## src/rtl/pipe_operand_mux.sv

```systemverilog
// Registered N-way operand selector feeding the ALU operand inputs.
// One pipeline stage with stall/flush, valid tracking, a sticky select error and a stall-length counter.
module pipe_operand_mux #(
    parameter int WIDTH  = 32,
    parameter int NUM_IN = 4,
    parameter int CNT_W  = 8,
    localparam int SEL_W = (NUM_IN > 2) ? $clog2(NUM_IN) : 1
) (
    input  logic                    clk,
    input  logic                    rst,
    input  logic                    stall,
    input  logic                    flush,
    input  logic                    in_valid,
    input  logic [SEL_W-1:0]        sel,
    input  logic [NUM_IN*WIDTH-1:0] data_in,
    input  logic                    err_clr,
    output logic [WIDTH-1:0]        data_out,
    output logic                    out_valid,
    output logic                    sel_err,
    output logic [CNT_W-1:0]        stall_cnt
);

    // One extra bit so NUM_IN itself is representable when it is a power of 2.
    localparam logic [SEL_W:0] NUM_IN_EXT = (SEL_W + 1)'(NUM_IN);

    logic             sel_ok;
    logic             load;
    logic             err_set;
    logic [WIDTH-1:0] sel_data;

    assign sel_ok  = ({1'b0, sel} < NUM_IN_EXT);
    assign load    = !flush && !stall;
    assign err_set = load && in_valid && !sel_ok;

    always_comb begin
        sel_data = '0;
        for (int k = 0; k < NUM_IN; k++) begin
            if (sel == SEL_W'(k)) begin
                sel_data = data_in[k*WIDTH +: WIDTH];
            end
        end
    end

    always_ff @(posedge clk or posedge rst) begin
        if (rst) begin
            data_out  <= '0;
            out_valid <= 1'b0;
        end else if (flush) begin
            data_out  <= '0;
            out_valid <= 1'b0;
        end else if (!stall) begin
            if (sel_ok) begin
                data_out  <= sel_data;
                out_valid <= in_valid;
            end else begin
                data_out  <= '0;
                out_valid <= 1'b0;
            end
        end
    end

    // Saturating count of consecutive stalled edges; any flush or load restarts it.
    always_ff @(posedge clk or posedge rst) begin
        if (rst) begin
            stall_cnt <= '0;
        end else if (flush || !stall) begin
            stall_cnt <= '0;
        end else if (stall_cnt != '1) begin
            stall_cnt <= stall_cnt + CNT_W'(1);
        end
    end

    // Set takes precedence over a same-edge clear so no error event is lost.
    always_ff @(posedge clk or posedge rst) begin
        if (rst) begin
            sel_err <= 1'b0;
        end else if (err_set) begin
            sel_err <= 1'b1;
        end else if (err_clr) begin
            sel_err <= 1'b0;
        end
    end

endmodule

```

## config.mk

```make
export PLATFORM = sky130hd
export DESIGN_NAME = pipe_operand_mux
export DESIGN_NICKNAME = d
export VERILOG_FILES = /design/src/rtl/pipe_operand_mux.sv
export SDC_FILE = /design/constraint.sdc
export NUM_CORES = 1
export LEC_CHECK = 0
export ABC_AREA = 1
export CORE_MARGIN = 4
export CORE_UTILIZATION = 37
export DETAILED_ROUTE_END_ITERATION = 7
export PLACE_DENSITY = 0.9
export RECOVER_POWER = 25
export SLEW_MARGIN = 20
export SYNTH_ARGS = -nofsm -noshare
export SYNTH_HDL_FRONTEND = slang
export SYNTH_SLANG_ARGS = --single-unit
```

## constraint.sdc

```tcl
create_clock -name clk -period 1.55 [get_ports clk]
set_input_delay 0.31 -clock clk [delete_from_list [all_inputs] [get_ports clk]]
set_output_delay 0.31 -clock clk [all_outputs]
set_load 0.005 [all_outputs]
```

==> results.md, run 1 <==
* Share of the synthesized area in the top cell type at 37.4%
* Fraction of the yosys area taken by sequential cells at 37.4%
* Synth area leaders: dfrtp_1 37%, nand2_1 27%, nand3_1 7.8%
* Grt total ovfl at 0
* Clock sink count at 41
* Antenna violations before repair at 0
* IO Count at 178
* Setup-failing EPs final at 0
* Post-DR wirelength/cell at 14.2 um
* Hold buffer count at cts at 0
* Ant. Diodes at 0
* DP HPWL at 8160 um
* TritonCTS buffer count at 5
* Kind of end point of the critical path: output port
* Total GRT Usage at 23.0%
* Number of distinct library cells after synthesis at 22
* Global-route wire length before repair at 16,200 um
* Worst slew pin tran at 1.04 ns
* Pleak at 0.00253 uW
* Syn Area/Cell at 6.20 um^2
* Slew headroom at 30.5%
* Vias per cell at 4.73
* Most frequent cells in the layout: 194 x nand2_1, 168 x clkdlybuf4s50_1, 43 x nand3_1
* Final Hold Vio Count at 0
* Pwr dens at 596 nW/um^2
* DRT Pass-1 Iters at 4
* Port Buffers at 175
* Synthesized instance count at 443
* Iteration-0 DRC Markers at 110
* CTS tree: done
* Starting Density at 38.1%
* Max_cap viols at 0
* Setup ws final at 0.0383 ns
* Nets at 776
* Clock-pin slew on the worst setup and hold paths at 0.09 ns
* Drt total wl at 10,500 um
* GP Congestion at 0.891
* Width of the die at 94.1 um
* Post-Syn Nets at 580
* Fmax at 662 MHz
* Design area at 4930 um^2
* Core footprint at 7210 um^2
* Area growth from synthesis to layout at 79.7%
* Synth Register Bits at 41
* Crit Path Max Fanout at 2
* Clk root buf: clkbuf_8
* DP Area at 4710 um^2
* CP peak stage delay at 0.52 ns
* Commonest non-fill, non-tap cell in the layout: nand2_1
* Final period util at 97.5%
* Buf+Inv Stages, Crit Path at 1
* Yosys warns at 0
* Hold/Removal Path Class: reg2reg
* Antenna Nets Post-Route at 0
* CTS H-Tree Depth at 2
* Status: complete, no violations
* Startpoint Class: flop
* Worst IR Drop VDD at 0.303 mV
* Dpl cells at 717
* DRC at 0
* Area of the die at 8860 um^2
* Leading area contributor after synthesis: dfrtp_1
* Via count at 3,499
* Min Tclk post-route at 1.51 ns
* Vias in the first global route at 3,429
* Worst path top cell family by delay: buffers and inverters
* Crit Path Category: reg2out
* Max-slew violation count at 0
* Share of cells above drive strength 1 at 8.44%
* Cell area after synthesis at 2750 um^2
* CP max stage cell: clkdlybuf4s50_1
* WHS at 0.488 ns
* # rows at 31
* Non-filler cells, final at 739
* Skew-Pair Late Insertion Delay at 0.29 ns
* Crit-path cells: clkdlybuf4s50_1
* Largest net degree at the start of global routing at 42
* Layout Skew at 0.00643 ns
* Clock buffer depth at 2
* Worst EP required at 1.24 ns
* Pre-CTS WS at -0.154 ns
* Critical path arrival at 1.20 ns
* Die Y at 94.1 um
[power breakdown]
part           switching [uW]  internal (uW)
clock network             398            482
registers                36.1           1130
logic                     344            549
total                     778           2160
[registers in the layout, summed over array words and instances (netlist names)]
register   count
out_valid      1
data_out      32
stall_cnt      8
[cell families after synthesis]
group                    Yosys count  synth area share (%)
AND/OR/NAND/NOR                  301                  45.8
buffers and inverters             65                  9.75
flip-flops                        41                  37.4
AO/OA/AOI/OAI                     34                  6.52
adder cells (fa/ha/maj)            1                 0.456
other                              1                 0.137
[metal layers]
| metal | share of wire (%) | GRT usage [%] | vias up |
|---|---|---|---|
| met5 | 0 | 0 | - |
| met4 | 1.3 | 5.66 | 0 |
| met3 | 10 | 7.93 | 12 |
| met2 | 52 | 42.5 | 146 |
| met1 | 37 | 25.0 | 1581 |
| li1 | - | - | 1760 |
[synthesized netlist by cell type]
master,count
o31ai_1,1
nor2_4,1
inv_1,39
or2_2,2
o21ai_0,31
clkinv_1,1
conb_1,1
nor2_1,43
dfrtp_1,41
ha_1,1
buf_1,1
nor3_1,2
inv_2,1
nand2_1,194
nand4_1,2
clkbuf_1,10
o21bai_1,1
nand3b_1,14
buf_4,3
a22o_1,1
buf_2,10
nand3_1,43
[metrics by stage]
stage	utilization, %	setup TNS (ns)	power [uW]
after floorplan	-	0	1490
after global placement	65.3	-2.73	2060
after detailed placement	65.3	-3.41	2080
after CTS	67.4	0	2970
after global routing	68.4	-0.00800	3110
final	68.4	0	2940
[final cells by class]
class / count / area [um^2]
fill: 598 / 2280
timing repair buffer: 213 / 2050
multi-input combinational: 337 / 1460
sequential: 41 / 1030
inverter: 41 / 154
tap: 99 / 124
clock buffer: 5 / 68.8
clock inverter: 3 / 46.3
[repair_timing]
| item | 4_1_cts | 5_1_grt |
|---|---|---|
| buffers inserted | 5 | 9 |
| gates resized for setup | 1 | 7 |
| setup endpoints to repair | 6 | 13 |
| hold endpoints to repair | 0 | 0 |
[final timing paths]
check / startpoint / end / slack, ns / cells past startpoint
worst max-delay path: data_out[13] / data_out[13] / 0.04 / 1
worst min register to register: data_out[1] / data_out[1] / 0.49 / 2
max in group asynchronous: rst / data_out[7] / 0.27 / 3
min in group asynchronous: rst / data_out[9] / 0.63 / 3
worst max register to register: stall_cnt[1] / stall_cnt[2] / 0.18 / 5
worst min-delay path: data_out[1] / data_out[1] / 0.49 / 2
Power figures use the tool's default switching activity.
==> run 2: changes to the inputs <==
--- a/config.mk
+++ b/config.mk
@@ -11,7 +11,6 @@
 export DETAILED_ROUTE_END_ITERATION = 7
 export PLACE_DENSITY = 0.9
 export RECOVER_POWER = 25
-export SLEW_MARGIN = 20
 export SYNTH_ARGS = -nofsm -noshare
 export SYNTH_HDL_FRONTEND = slang
 export SYNTH_SLANG_ARGS = --single-unit
==> results of run 2 <==
Same layout as run 1: the final DEF is identical, and so are final timing and power.
